==> src/rtl/tinv_bus_rx_arb.sv <==
// Receive controller for a shared inverting-tristate bus: round-robin grants with
// complementary enables, turnaround gaps, and a registered valid/ready output word.
module tinv_bus_rx_arb #(
  parameter  int NSRC = 4,
  parameter  int W    = 8,
  parameter  int TURN = 1,
  localparam int IW   = $clog2(NSRC)
) (
  input  logic            CLK,
  input  logic            RST,
  input  logic [NSRC-1:0] REQ,
  output logic [NSRC-1:0] EN,
  output logic [NSRC-1:0] EN_BAR,
  input  logic [W-1:0]    BUS,
  output logic [W-1:0]    DOUT,
  output logic            DVALID,
  input  logic            DREADY,
  output logic [IW-1:0]   SRC_ID,
  output logic            BUSY
);

  typedef enum logic [1:0] {
    S_IDLE,
    S_GRANT,
    S_TURN
  } state_t;

  state_t          state_q, state_d;
  logic [NSRC-1:0] en_q, en_d;
  logic [NSRC-1:0] en_bar_q, en_bar_d;
  logic [W-1:0]    dout_q, dout_d;
  logic            dvalid_q, dvalid_d;
  logic [IW-1:0]   src_id_q, src_id_d;
  logic            busy_q, busy_d;
  logic [IW-1:0]   last_q, last_d;
  logic [2:0]      cnt_q, cnt_d;

  logic            found;
  logic [IW-1:0]   sel;
  logic [IW-1:0]   idx;
  logic            slot_free;

  // Scan LAST+1 .. LAST+NSRC with an explicit wrap so non-power-of-2 NSRC stays in range.
  always_comb begin
    found = 1'b0;
    sel   = last_q;
    idx   = last_q;
    for (int unsigned k = 0; k < NSRC; k++) begin
      idx = (idx == IW'(NSRC - 1)) ? '0 : idx + 1'b1;
      if (!found && REQ[idx]) begin
        found = 1'b1;
        sel   = idx;
      end
    end
  end

  always_comb begin
    state_d   = state_q;
    en_d      = '0;
    last_d    = last_q;
    cnt_d     = cnt_q;
    dout_d    = dout_q;
    src_id_d  = src_id_q;
    dvalid_d  = dvalid_q && !DREADY;
    slot_free = !dvalid_q || DREADY;

    case (state_q)
      S_IDLE: begin
        if (found && slot_free) begin
          state_d     = S_GRANT;
          en_d[sel]   = 1'b1;
          last_d      = sel;
        end
      end
      S_GRANT: begin
        dout_d   = ~BUS;
        src_id_d = last_q;
        dvalid_d = 1'b1;
        state_d  = S_TURN;
        cnt_d    = 3'(TURN - 1);
      end
      S_TURN: begin
        if (cnt_q == '0) state_d = S_IDLE;
        else             cnt_d   = cnt_q - 1'b1;
      end
      default: state_d = S_IDLE;
    endcase

    en_bar_d = ~en_d;
    busy_d   = (state_d != S_IDLE);
  end

  always_ff @(posedge CLK) begin
    if (RST) begin
      state_q  <= S_IDLE;
      en_q     <= '0;
      en_bar_q <= '1;
      dout_q   <= '0;
      dvalid_q <= 1'b0;
      src_id_q <= '0;
      busy_q   <= 1'b0;
      last_q   <= IW'(NSRC - 1);
      cnt_q    <= '0;
    end else begin
      state_q  <= state_d;
      en_q     <= en_d;
      en_bar_q <= en_bar_d;
      dout_q   <= dout_d;
      dvalid_q <= dvalid_d;
      src_id_q <= src_id_d;
      busy_q   <= busy_d;
      last_q   <= last_d;
      cnt_q    <= cnt_d;
    end
  end

  assign EN     = en_q;
  assign EN_BAR = en_bar_q;
  assign DOUT   = dout_q;
  assign DVALID = dvalid_q;
  assign SRC_ID = src_id_q;
  assign BUSY   = busy_q;

endmodule

==> config.mk <==
export PLATFORM = sky130hd
export DESIGN_NAME = tinv_bus_rx_arb
export DESIGN_NICKNAME = d
export VERILOG_FILES = /design/src/rtl/tinv_bus_rx_arb.sv
export SDC_FILE = /design/constraint.sdc
export NUM_CORES = 1
export LEC_CHECK = 0
export ABC_CLOCK_PERIOD_IN_PS = 2750
export BUFFER_PORTS_ARGS = -buffer_cell sky130_fd_sc_hd__buf_4
export CORE_MARGIN = 3
export CORE_UTILIZATION = 54
export CTS_BUF_LIST = sky130_fd_sc_hd__clkbuf_4 sky130_fd_sc_hd__clkbuf_8
export DETAILED_ROUTE_END_ITERATION = 6
export GPL_ROUTABILITY_DRIVEN = 0
export PLACE_DENSITY = 0.93
export SLEW_MARGIN = 25
export SYNTH_ARGS = -nofsm -noshare
export SYNTH_HDL_FRONTEND = slang
export SYNTH_SLANG_ARGS = --single-unit
==> constraint.sdc <==
create_clock -name CLK -period 2.75 [get_ports CLK]
set_input_delay 0.275 -clock CLK [delete_from_list [all_inputs] [get_ports CLK]]
set_output_delay 0.275 -clock CLK [all_outputs]
set_load 0.02 [all_outputs]
Yosys cells after proc, flatten, opt, wreduce, memory -nomap -nowiden
Index checks and enable logic that the tools add are counted.

Register bits after elaboration: 27. Input bits: 15. Word-level logic and storage cells: 77.

Add/subtract/negate cells: 5. $lt $le $gt $ge: 6. Eq/ne operators: 7. Multiplexer cells: 30. Bitwise operators: 2. Reduce and logical (&&, ||, !) cells: 18.

Operators with widths (number): $mux W2 (10); $lt A2 B3 Y1 const B (5); $eq A2 B2 Y1 const B (5); $mux W1 (10); $add A2 B1 Y2 const B (4); $bmux W1 S2 (4); $mux W4 (2); $not A8 Y8 (1); $logic_and A1 B1 Y1 (6); $pmux W2 S3 (1); $pmux W3 S2 (1); $logic_not A1 Y1 (5); $not A4 Y4 (1); $reduce_and A2 Y1 (2); $reduce_bool A2 Y1 (2); $logic_not A3 Y1 (1); $mux W3 (1); $sub A3 B1 Y3 const B (1); $demux W1 S2 (1); $eq A2 B1 Y1 const B (1); $ge A2 B1 Y1 const B (1); $logic_not A2 Y1 (1); $ne A2 B2 Y1 const B (1); $logic_or A1 B1 Y1 (1).

Depth between registers and ports, before layout
Gate-level depths: netlist of the first run.

Depth in word-level cells: 21. Depth in mapped cells: 8. Mapped depth without buffers: 8.

Least setup slack after synthesis of the first run
No wires, ideal clock.

Path kind: register to register. From: register last_q[0]. To: register en_q[2], in the netlist EN[2]. Arrival: 1828 ps. Required time: 2690 ps. Path slack: 862 ps. Cell stages (with the launch flop): 8. Buffers on the path: 1. Clock period less this slack: 1888 ps. Cell sequence: dfxtp_1 -> ha_1 -> clkbuf_4 -> o31a_2 -> a211oi_2 -> a21oi_2 -> nor2_4 -> and3_1.

Word-level cells in the longest chain between the ends: 20. Elaborated cells between the ends (all ways): 42. Classes of those cells: add/sub: 4; order compare: 2; eq/ne: 4; mux: 24; reduce/logical: 8.

Ends and longest elaborated chain: start, declared (RTL line 35) `logic [IW-1:0] last_q, last_d;`; start signal, assigned (RTL line 102) `last_q <= IW'(NSRC - 1);`; start signal, assigned (RTL line 112) `last_q <= last_d;`; branches (longest 18 deep; another with $add A2 B1 Y2); $mux W4 * (RTL line 69) `if (found && slot_free) begin`; $mux W4 * (RTL line 67) `case (state_q)`; end signal, assigned (RTL line 106) `en_q <= en_d;`; end, declared (RTL line 29) `logic [NSRC-1:0] en_q, en_d;`.

Every way passes the cells marked *. The select of a mux whose other input is x is not followed. A chain may end at the register's enable or synchronous reset.

Worst setup path in the final report of the first run
From: register last_q[0]. To: register en_bar_q[2], in the netlist EN_BAR[2].

Word-level cells in the longest chain between the ends: 21. Elaborated cells between the ends (all ways): 43. Classes of those cells: add/sub: 4; order compare: 2; eq/ne: 4; mux: 24; bitwise: 1; reduce/logical: 8.

Ends and longest elaborated chain: branches (longest 18 deep; another with $add A2 B1 Y2); $mux W4 * (RTL line 69); $mux W4 * (RTL line 67); $not A4 Y4 * (RTL line 89) `en_bar_d = ~en_d;`; end signal, assigned (RTL line 107) `en_bar_q <= en_bar_d;`; end, declared (RTL line 30) `logic [NSRC-1:0] en_bar_q, en_bar_d;`.

Marks and branches as above.

==> impl_results.md, run 1 <==
- Pwr Density: 717 nW/um^2
- Seq/Total Area, Yosys: between 40 and 50%
- Mapped Nets: between 150 and 200
- Hold buffer count at cts: 0
- Crit path time final: about 2.2 ns
- Syn Inst Count: roughly 150
- CP peak stage delay: ~0.57 ns
- P_sw: between 0.4 and 0.5 mW
- CP max FO: 13
- Clock Skew: 0.0102 ns
- Max cap viols: 0
- 1st-pass router iterations: 4
- Final hold violations: 0
- Combinational share of power: 43.0%
- Mapped cell area: between 1000 and 1500 sq um
- CTS Sinks: 27
- Syn avg cell area: approximately 8.6 sq um
- Peak Freq: 0.460 GHz
- Crit Path Class: flip-flop to flip-flop
- H-tree depth: 1
- Area delta synth->final: 20.5%
- Clk pwr share: between 10% and 20%
- Root Driver: clkbuf_4
- Via count: roughly 1200
- Kind of end point of the critical path: flip-flop
- Drt total wl: between 2000 and 3000 microns
- Routed len/inst: around 13 microns
- Ant. Diodes: 0
- Power Internal: 0.720 mW
- Worst R2R Path Depth: 7
- CP Cell Sequence: ha_1 > nand2b_1 > o32a_1 > a211oi_2 > a21oi_2 > nor2_4 > nand3_1
- Final Max Slew Viols: 0
- CORE AREA: 2280 sq um
- Worst Max-Slew Pin Slew: ~0.41 ns
- Hold WS: between 0.1 and 0.15 ns
- Layout cells sized above 1: approximately 29%
- CP Buf/Inv Count: 0
- Total grt overflow: 0
- Rel. slew slack: between 70% and 80%
- Hold Crit Class: input pin to flip-flop
- Status: completed
- Setup bufs post-CTS: 0
- Sw Share: between 30% and 40%
- Met2 wire length: between 1000 and 1500 microns
- First-pass GRT wire length: 4840 microns
- Initial Utilization: 58.1%
- DRT met1 WL: 1150 microns
- Worst path slowest cell: ha_1
- Clk_lat worst skew: 0.32 ns
- Sequential power share: 41.9%
- Largest net degree at the start of global routing: 20
- Die ar.: between 3000 and 4000 sq um
- Main flop type after synthesis: dfxtp_1
- Worst path required time: 2.96 ns
- CTS resizes: 0
- Worst ir drop on vdd: just over 0.4 mV
- CTS tree: done
- Crit path max-delay family: compound AO/OA/AOI/OAI gates
- RSZ-0062 raised after global routing: false
- Initial antenna violation count: 0
- I/O Pins: 35
- Routed wl met3: around 190 microns
- Final setup viols: 0
- Clock Path Buffers: 2
- Final #Nets: roughly 200
- Via-to-Cell Ratio: roughly 5.7
- IO buf count: 34
- Post-layout util: around 70%
- Width of the die: 55.5 microns
- Tcrit/Tclk final: about four fifths
- Arr. time, crit path: roughly 2.4 ns
- Total Neg Setup Slack: 0 ns
- Yosys warns: 0
- Seq cells post-synth: 27
- DRC: 0
- Ys async rst share: 0%
- Clk slew on worst S/H paths: 0.13 ns
- Global Route Usage Sum: 18.9%
- Synth cell types: 48
- WHS Path Cells: 2
- Num CTS Buffers: 3
- HPWL after detailed placement: around 2100 microns
- Number of cells on the critical path: 7
- Max layer used: met4
- Row count: 17
- Vias in the first global route: about 1100
- EDFF count, synth: 0
- Post-route ant nets: 0
- Worst setup SP type: flip-flop
- DR iter-0 viols: 27
- DIE HEIGHT: 55.5 microns
- P_leak: around 0.67 nW
-- power groups by stage --
stage	clock [mW]	combinational, mW	sequential (mW)
after floorplan	0	0.310	0.538
after global placement	0	0.471	0.486
after detailed placement	0	0.490	0.489
after CTS	0.178	0.491	0.480
after global routing	0.191	0.539	0.487
final	0.173	0.491	0.479
-- routing by layer --
| layer | vias up | track usage, % |
|---|---|---|
| li1 | 611 | - |
| met1 | 551 | 21.8 |
| met2 | 44 | 33.8 |
| met3 | 5 | 5.61 |
| met4 | 0 | 5.21 |
| met5 | - | 0 |
-- cell type report --
cell class                 instances  area (sq um)
clock buffer                       4          30.0
fill                             183           682
inverter                           7          26.3
multi-input combinational        112           699
sequential                        27           541
tap                               28          35.0
timing repair buffer              35           263
-- cells in the mapped netlist, types with 2 or more instances --
master | count | area (sq um)
mux2i_1 | 2 | 20.0
a31oi_1 | 2 | 12.5
and3_2 | 2 | 15.0
nand2b_1 | 5 | 31.3
a211oi_1 | 8 | 60.1
nor4_1 | 2 | 12.5
inv_1 | 6 | 22.5
o21ai_0 | 2 | 10.0
dfxtp_1 | 27 | 541
nand2_1 | 10 | 37.5
ha_1 | 3 | 37.5
nor2_2 | 2 | 12.5
clkbuf_1 | 4 | 15.0
nand3_1 | 5 | 25.0
nand3b_1 | 2 | 15.0
nor3_1 | 4 | 20.0
a21oi_1 | 11 | 55.1
nor2_1 | 24 | 90.1
a21o_1 | 3 | 22.5
nor2b_1 | 2 | 12.5
-- kinds of logic (layout without fill, tap and decap cells) --
| kind of cell | Yosys count | in the layout | share of synthesized area, % |
|---|---|---|---|
| and+or+nand+nor | 65 | 65 | 24.9 |
| AOI/OAI and AO/OA | 42 | 42 | 23.7 |
| DFF | 27 | 27 | 40.9 |
| buffers and inverters | 15 | 46 | 6.24 |
| adders and majority gates | 3 | 3 | 2.84 |
| muxes | 2 | 2 | 1.51 |
-- state kept, by name, indices dropped and copies added (netlist names) --
name and cells:
BUSY 1, DOUT 8, DVALID 1, EN 4, EN_BAR 4, SRC_ID 2
cnt_q 3, last_q 2, state_q 2
-- path summary, 6_finish.rpt --
kind | endpoint | startpoint | slack (ns)
setup / recovery | EN_BAR[2] | last_q[0] | 0.58
hold / removal | DOUT[6] | BUS[6] | 0.12
setup reg to reg | EN_BAR[2] | last_q[0] | 0.58
hold reg to reg | SRC_ID[1] | SRC_ID[1] | 0.48
-- metrics by stage --
stage                     total power [mW]  instance area, sq um  instances  setup WS [ns]
after floorplan                      0.848                  1320        154          0.862
after global placement               0.957                  1560        209          0.701
after detailed placement             0.979                  1560        209          0.584
after CTS                             1.15                  1590        213          0.577
after global routing                  1.22                  1590        213          0.394
final                                 1.14                  1590        213          0.578
-- cells in the final DEF (no fill, tap or decap), types with 2 or more instances in the layout --
cell      count
buf_4        35
dfxtp_1      27
nor2_1       24
a21oi_1      11
nand2_1      10
a211oi_1      8
inv_1         6
nand2b_1      5
nand3_1       5
nor3_1        4
clkbuf_4      4
a21o_1        3
ha_1          3
nor2b_1       2
a31oi_1       2
nor2_2        2
o21ai_0       2
and3_2        2
mux2i_1       2
nor4_1        2
nand3b_1      2
Note: power is estimated with default switching activity, not from simulation.
==> run 2, diff against run 1 <==
--- a/config.mk
+++ b/config.mk
@@ -5,14 +5,14 @@
 export SDC_FILE = /design/constraint.sdc
 export NUM_CORES = 1
 export LEC_CHECK = 0
-export ABC_CLOCK_PERIOD_IN_PS = 2750
+export ABC_CLOCK_PERIOD_IN_PS = 1900
 export BUFFER_PORTS_ARGS = -buffer_cell sky130_fd_sc_hd__buf_4
 export CORE_MARGIN = 3
-export CORE_UTILIZATION = 54
+export CORE_UTILIZATION = 48
 export CTS_BUF_LIST = sky130_fd_sc_hd__clkbuf_4 sky130_fd_sc_hd__clkbuf_8
 export DETAILED_ROUTE_END_ITERATION = 6
 export GPL_ROUTABILITY_DRIVEN = 0
-export PLACE_DENSITY = 0.93
+export PLACE_DENSITY = 0.88
 export SLEW_MARGIN = 25
 export SYNTH_ARGS = -nofsm -noshare
 export SYNTH_HDL_FRONTEND = slang
==> constraint.sdc (replaced) <==
create_clock -name CLK -period 1.9 [get_ports CLK]
set_input_delay 0.19 -clock CLK [delete_from_list [all_inputs] [get_ports CLK]]
set_output_delay 0.19 -clock CLK [all_outputs]
set_load 0.02 [all_outputs]
==> impl_results.md, run 2 (synthesis results as in run 1) <==
- Area after DPL: around 1600 sq um
- Reg-to-reg endpoint: EN_BAR[1]
- CP max FO: 7
- Largest net degree at the start of global routing: 20
- DIE HEIGHT: roughly 60 microns
- Clock Skew: 0.00285 ns
- Multi-input logic area: around 760 sq um
- Commonest non-fill, non-tap cell in the layout: buf_4
- Tcrit/Tclk final: 101%
- Clk_lat worst skew: between 0.3 and 0.4 ns
- Register Area: about 540 sq um
- Die ar.: about 3400 sq um
- Hold Crit Class: input pin to flip-flop
- Number of cells on the critical path: 8
- CTS tree: done
- Ant. Diodes: 0
- Width of the die: ~58 microns
- Reg2Reg Launch Point: last_q[0]
- Peak Freq: ~0.52 GHz
- Initial Utilization: between 50% and 60%
- H-tree depth: 1
- First-pass GRT wire length: a little under 5000 microns
- Final #Nets: 220
- Post-route ant nets: 0
- Root Driver: clkbuf_4
- Final setup viols: 1
- Largest register FFs: 8
- Drt total wl: around 3400 microns
- I/O Pins: 35
- CP Buf/Inv Count: 1
- Violated checks: setup timing
- Num CTS Buffers: 3
- Worst path required time: 2.13 ns
- Final Max Slew Viols: 0
- Via-to-Cell Ratio: 5.87
- Max cap viols: 0
- Initial antenna violation count: 0
- DRC: 0
- Total grt overflow: 0
- Pre-CTS setup slack: -0.145 ns
- # fillers: 178
- Global Route Usage Sum: approximately 18%
- Post-layout util: between 70% and 80%
- DR iter-0 viols: 55
- Worst reg-to-reg setup slack: -0.02 ns
- Worst R2R Path Depth: 8
- 1st-pass router iterations: 4
- Worst Max-Slew Pin Slew: roughly 0.38 ns
- CORE AREA: around 2500 sq um
- Crit Path Class: flip-flop to flip-flop
- Kind of end point of the critical path: flip-flop
- Rel. slew slack: around 75%
- Arr. time, crit path: approximately 2.1 ns
- Clock Path Buffers: 2
- Placed Cells: 218
- RSZ-0062 raised after global routing: true
- Routed len/inst: 14.6 microns
- Final hold violations: 0
- CTS Sinks: 27
- HPWL after detailed placement: about 2200 microns
- Crit path time final: approximately 1.9 ns
- P_leak: around 0.77 nW
- Clk slew on worst S/H paths: 0.13 ns
- Worst ir drop on vdd: 0.707 mV
- Worst path slowest cell: dfxtp_2
- Setup WS post-layout: -0.0190 ns
- CP peak stage delay: approximately 0.37 ns
- Vias in the first global route: approximately 1200
- IO buf count: 34
- HP Start: BUS[1]
- Final non-filler cell total: 231
- Row count: 18
- Status: finished with violations
- Worst setup SP type: flip-flop
- Crit path max-delay family: compound AO/OA/AOI/OAI gates
- Most frequent cells in the layout: buf_4 (47), dfxtp_1 (25), nor2_1 (23)
- Pwr Density: about 1100 nW/um^2
- CP Cell Sequence: ha_4 > buf_4 > nand2_1 > a21o_1 > o21ai_4 > o211a_1 > nor2_4 > or3_1
- Layout cells sized above 1: approximately 37%
- WHS Path Cells: 2
- Hold endpoint: DOUT[1]
- Via count: ~1400
- Area delta synth->final: 35.7%
- Fin area: ~1800 sq um
- Total Power: between 1.5 and 2 mW
-- run 2: final cells by class --
type / count / area share (%)
multi-input combinational: 112 / 42.6
sequential: 27 / 30.3
timing repair buffer: 51 / 22.0
tap: 30 / 2.09
inverter: 7 / 1.46
clock buffer: 3 / 1.26
clock inverter: 1 / 0.279
-- run 2: timing repair --
action,in CTS,in global routing
hold endpoints to repair,0,2
resized for setup,2,16
hold buffers,0,2
buffers inserted,0,7
endpoints found under the setup margin,9,9
pin swaps,1,15
-- run 2: worst reg2reg max path: stages, from the launching register on --
cell	delay, ns
dfxtp_2	0.37
ha_4	0.33
buf_4	0.14
nand2_1	0.09
a21o_1	0.20
o21ai_4	0.07
o211a_1	0.23
nor2_4	0.06
or3_1	0.34
-- run 2: metal layers --
layer | track usage, % | up-vias | share of wire [%]
met3 | 4.61 | 13 | 8.5
li1 | - | 640 | -
met4 | 5.30 | 0 | 2.5
met1 | 21.7 | 632 | 40
met5 | 0 | - | 0
met2 | 31.3 | 70 | 48
-- run 2: worst max-delay path by stage --
stage                 to       from  slack, ns
6_report       EN_BAR[1]  last_q[0]      -0.02
5_1_grt        EN_BAR[1]  last_q[1]      -0.12
4_1_cts            EN[2]  last_q[0]       0.03
3_5_place_dp       EN[2]  last_q[0]      -0.14
3_3_place_gp       EN[2]  last_q[0]      -0.02
2_1_floorplan      EN[2]  last_q[0]       0.01
-- run 2: metrics by stage --
step / hold slack, ns / TNS, ns
2_1_floorplan: 0.286 / 0
3_3_place_gp: 0.370 / -0.0537
3_5_place_dp: 0.375 / -0.857
4_1_cts: 0.00909 / 0
5_1_grt: 0.00254 / -0.322
6_report: 0.0213 / -0.0190
-- run 2: power by group --
group          internal (mW)  switching, mW
Combinational          0.503          0.540
Clock                 0.0790          0.161
Sequential             0.648         0.0456
Total                   1.23          0.746
==> run 3, diff against run 2 <==
--- a/config.mk
+++ b/config.mk
@@ -7,12 +7,14 @@
 export LEC_CHECK = 0
 export ABC_CLOCK_PERIOD_IN_PS = 1900
 export BUFFER_PORTS_ARGS = -buffer_cell sky130_fd_sc_hd__buf_4
+export CELL_PAD_IN_SITES_DETAIL_PLACEMENT = 1
+export CELL_PAD_IN_SITES_GLOBAL_PLACEMENT = 1
 export CORE_MARGIN = 3
-export CORE_UTILIZATION = 48
+export CORE_UTILIZATION = 36
 export CTS_BUF_LIST = sky130_fd_sc_hd__clkbuf_4 sky130_fd_sc_hd__clkbuf_8
 export DETAILED_ROUTE_END_ITERATION = 6
 export GPL_ROUTABILITY_DRIVEN = 0
-export PLACE_DENSITY = 0.88
+export PLACE_DENSITY = 0.89
 export SLEW_MARGIN = 25
 export SYNTH_ARGS = -nofsm -noshare
 export SYNTH_HDL_FRONTEND = slang
==> impl_results.md, run 3 (synthesis results as in run 1) <==
- H-tree depth: 1
- Worst reg-to-reg setup slack: -0.06 ns
- DR iter-0 viols: 90
- Worst ir drop on vdd: about 0.45 mV
- Hold Crit Class: input pin to flip-flop
- Combinational share of power: between 50% and 60%
- Layout cells sized above 1: between 30% and 40%
- Initial antenna violation count: 0
- Arr. time, crit path: 2.12 ns
- Clk slew on worst S/H paths: approximately 0.080 ns
- Peak Freq: roughly 0.51 GHz
- CTS Sinks: 27
- Status: finished with violations
- Die ar.: 4440 sq um
- Row count: 21
- Via-to-Cell Ratio: ~5.5
- Commonest non-fill, non-tap cell in the layout: buf_4
- P_sw: ~0.77 mW
- Kind of end point of the critical path: flip-flop
- CTS tree: done
- Via count: ~1400
- Vias in the first global route: about 1300
- HP Start: BUS[1]
- Max cap viols: 0
- DRC: 0
- Width of the die: 66.6 microns
- Power Internal: 1.32 mW
- Num CTS Buffers: 3
- Global Route Usage Sum: between 15 and 20%
- Reg2Reg Launch Point: last_q[1]
- Final setup viols: 2
- Routed len/inst: between 15 and 20 microns
- HPWL after detailed placement: between 2000 and 3000 microns
- RSZ-0062 raised after global routing: true
- Total grt overflow: 0
- Largest register FFs: 8
- First-pass GRT wire length: 5990 microns
- Pwr Density: 1140 nW/um^2
- Clock Path Buffers: 2
- Worst setup SP type: flip-flop
- Post-layout util: 53.1%
- Root Driver: clkbuf_8
- DIE HEIGHT: 66.6 microns
- Clock Skew: approximately 0.0027 ns
- Worst path required time: slightly above 2 ns
- Area delta synth->final: 38.3%
- CORE AREA: between 3000 and 4000 sq um
- Ant. Diodes: 0
- Sw Share: a little under two fifths
- Clk pwr share: between 15 and 20%
- Clk_lat worst skew: between 0.2 and 0.3 ns
- Most frequent cells in the layout: buf_4 (48), dfxtp_1 (25), nor2_1 (24)
- Worst Max-Slew Pin Slew: a little under 0.4 ns
- Crit path time final: about 2.0 ns
- Drt total wl: around 4000 microns
- Placed Cells: 235
- Post-route ant nets: 0
- 1st-pass router iterations: 4
- P_leak: 0.775 nW
- Violated checks: setup timing
- CP max FO: 6
- Final hold violations: 0
- Rel. slew slack: approximately three quarters
- Setup WS post-layout: -0.0569 ns
- Sequential power share: around a third
- Initial Utilization: 38.4%
- Final non-filler cell total: roughly 250
- Tcrit/Tclk final: 103%
- Final #Nets: roughly 220
- Largest net degree at the start of global routing: 20
- IO buf count: 34
- Total Neg Setup Slack: -0.0688 ns
- I/O Pins: 35
- Crit Path Class: flip-flop to flip-flop
- Crit. Startpoint: last_q[1]
- Final Max Slew Viols: 0
==> run 3: changes by cell type in the layout (fill, tap and decap cells not counted), sizes merged <==
cell         change
buf              +1
clkbuf           +1
clkinv           -1
dlygate4sd3      -2
==> run 3: cell type report <==
type,count,area [sq um]
timing repair buffer,50,383
sequential,27,543
fill,412,1610
multi-input combinational,112,771
inverter,7,26.3
tap,46,57.6
clock buffer,4,48.8
==> run 3: timing repair <==
action | in CTS | in global routing
buffers inserted | 0 | 7
hold buffers | 0 | 0
resized for setup | 2 | 17
pin swaps | 1 | 9
setup endpoints to repair | 9 | 8
==> run 3: worst max-delay path: stages (launching register included) <==
cell and delay [ns]:
dfxtp_2 0.34, ha_4 0.27, buf_6 0.14, o31a_4 0.35, a211oi_4 0.27, a21oi_2 0.09, buf_4 0.15, nor4_1 0.23
==> run 3: power groups by stage <==
stage	Combinational, mW	Clock, mW	Sequential, mW
2_1_floorplan	0.449	0	0.778
3_3_place_gp	0.791	0	0.688
3_5_place_dp	0.833	0	0.694
4_1_cts	0.870	0.339	0.686
5_1_grt	1.16	0.367	0.698
6_report	1.07	0.327	0.689
==> run 3: stage by stage <==
| stage | hold WS [ns] | power (mW) | setup slack, ns | instance area (sq um) |
|---|---|---|---|---|
| after detailed placement | 0.374 | 1.53 | -0.169 | 1650 |
| after CTS | 0.0778 | 1.90 | 0.00952 | 1710 |
| after global routing | 0.0777 | 2.22 | -0.107 | 1830 |
| final | 0.0863 | 2.09 | -0.0569 | 1830 |
| after global placement | 0.370 | 1.48 | -0.0307 | 1650 |
| after floorplan | 0.286 | 1.23 | 0.0121 | 1320 |
==> run 3: path summary, 6_finish.rpt <==
| check | endpoint | cells after the start |
|---|---|---|
| worst max-delay path | EN[3] | 7 |
| worst min-delay path | DOUT[1] | 2 |
| worst max register to register | EN[3] | 7 |
| worst min register to register | SRC_ID[0] | 2 |
==> run 3: metal layers <==
| layer | vias up | wire length, microns | GRT usage (%) |
|---|---|---|---|
| li1 | 643 | - | - |
| met1 | 656 | 1610 | 19.7 |
| met2 | 49 | 2120 | 31.9 |
| met3 | 4 | 240 | 5.23 |
| met4 | 0 | 37 | 3.55 |
| met5 | - | 0 | 0 |
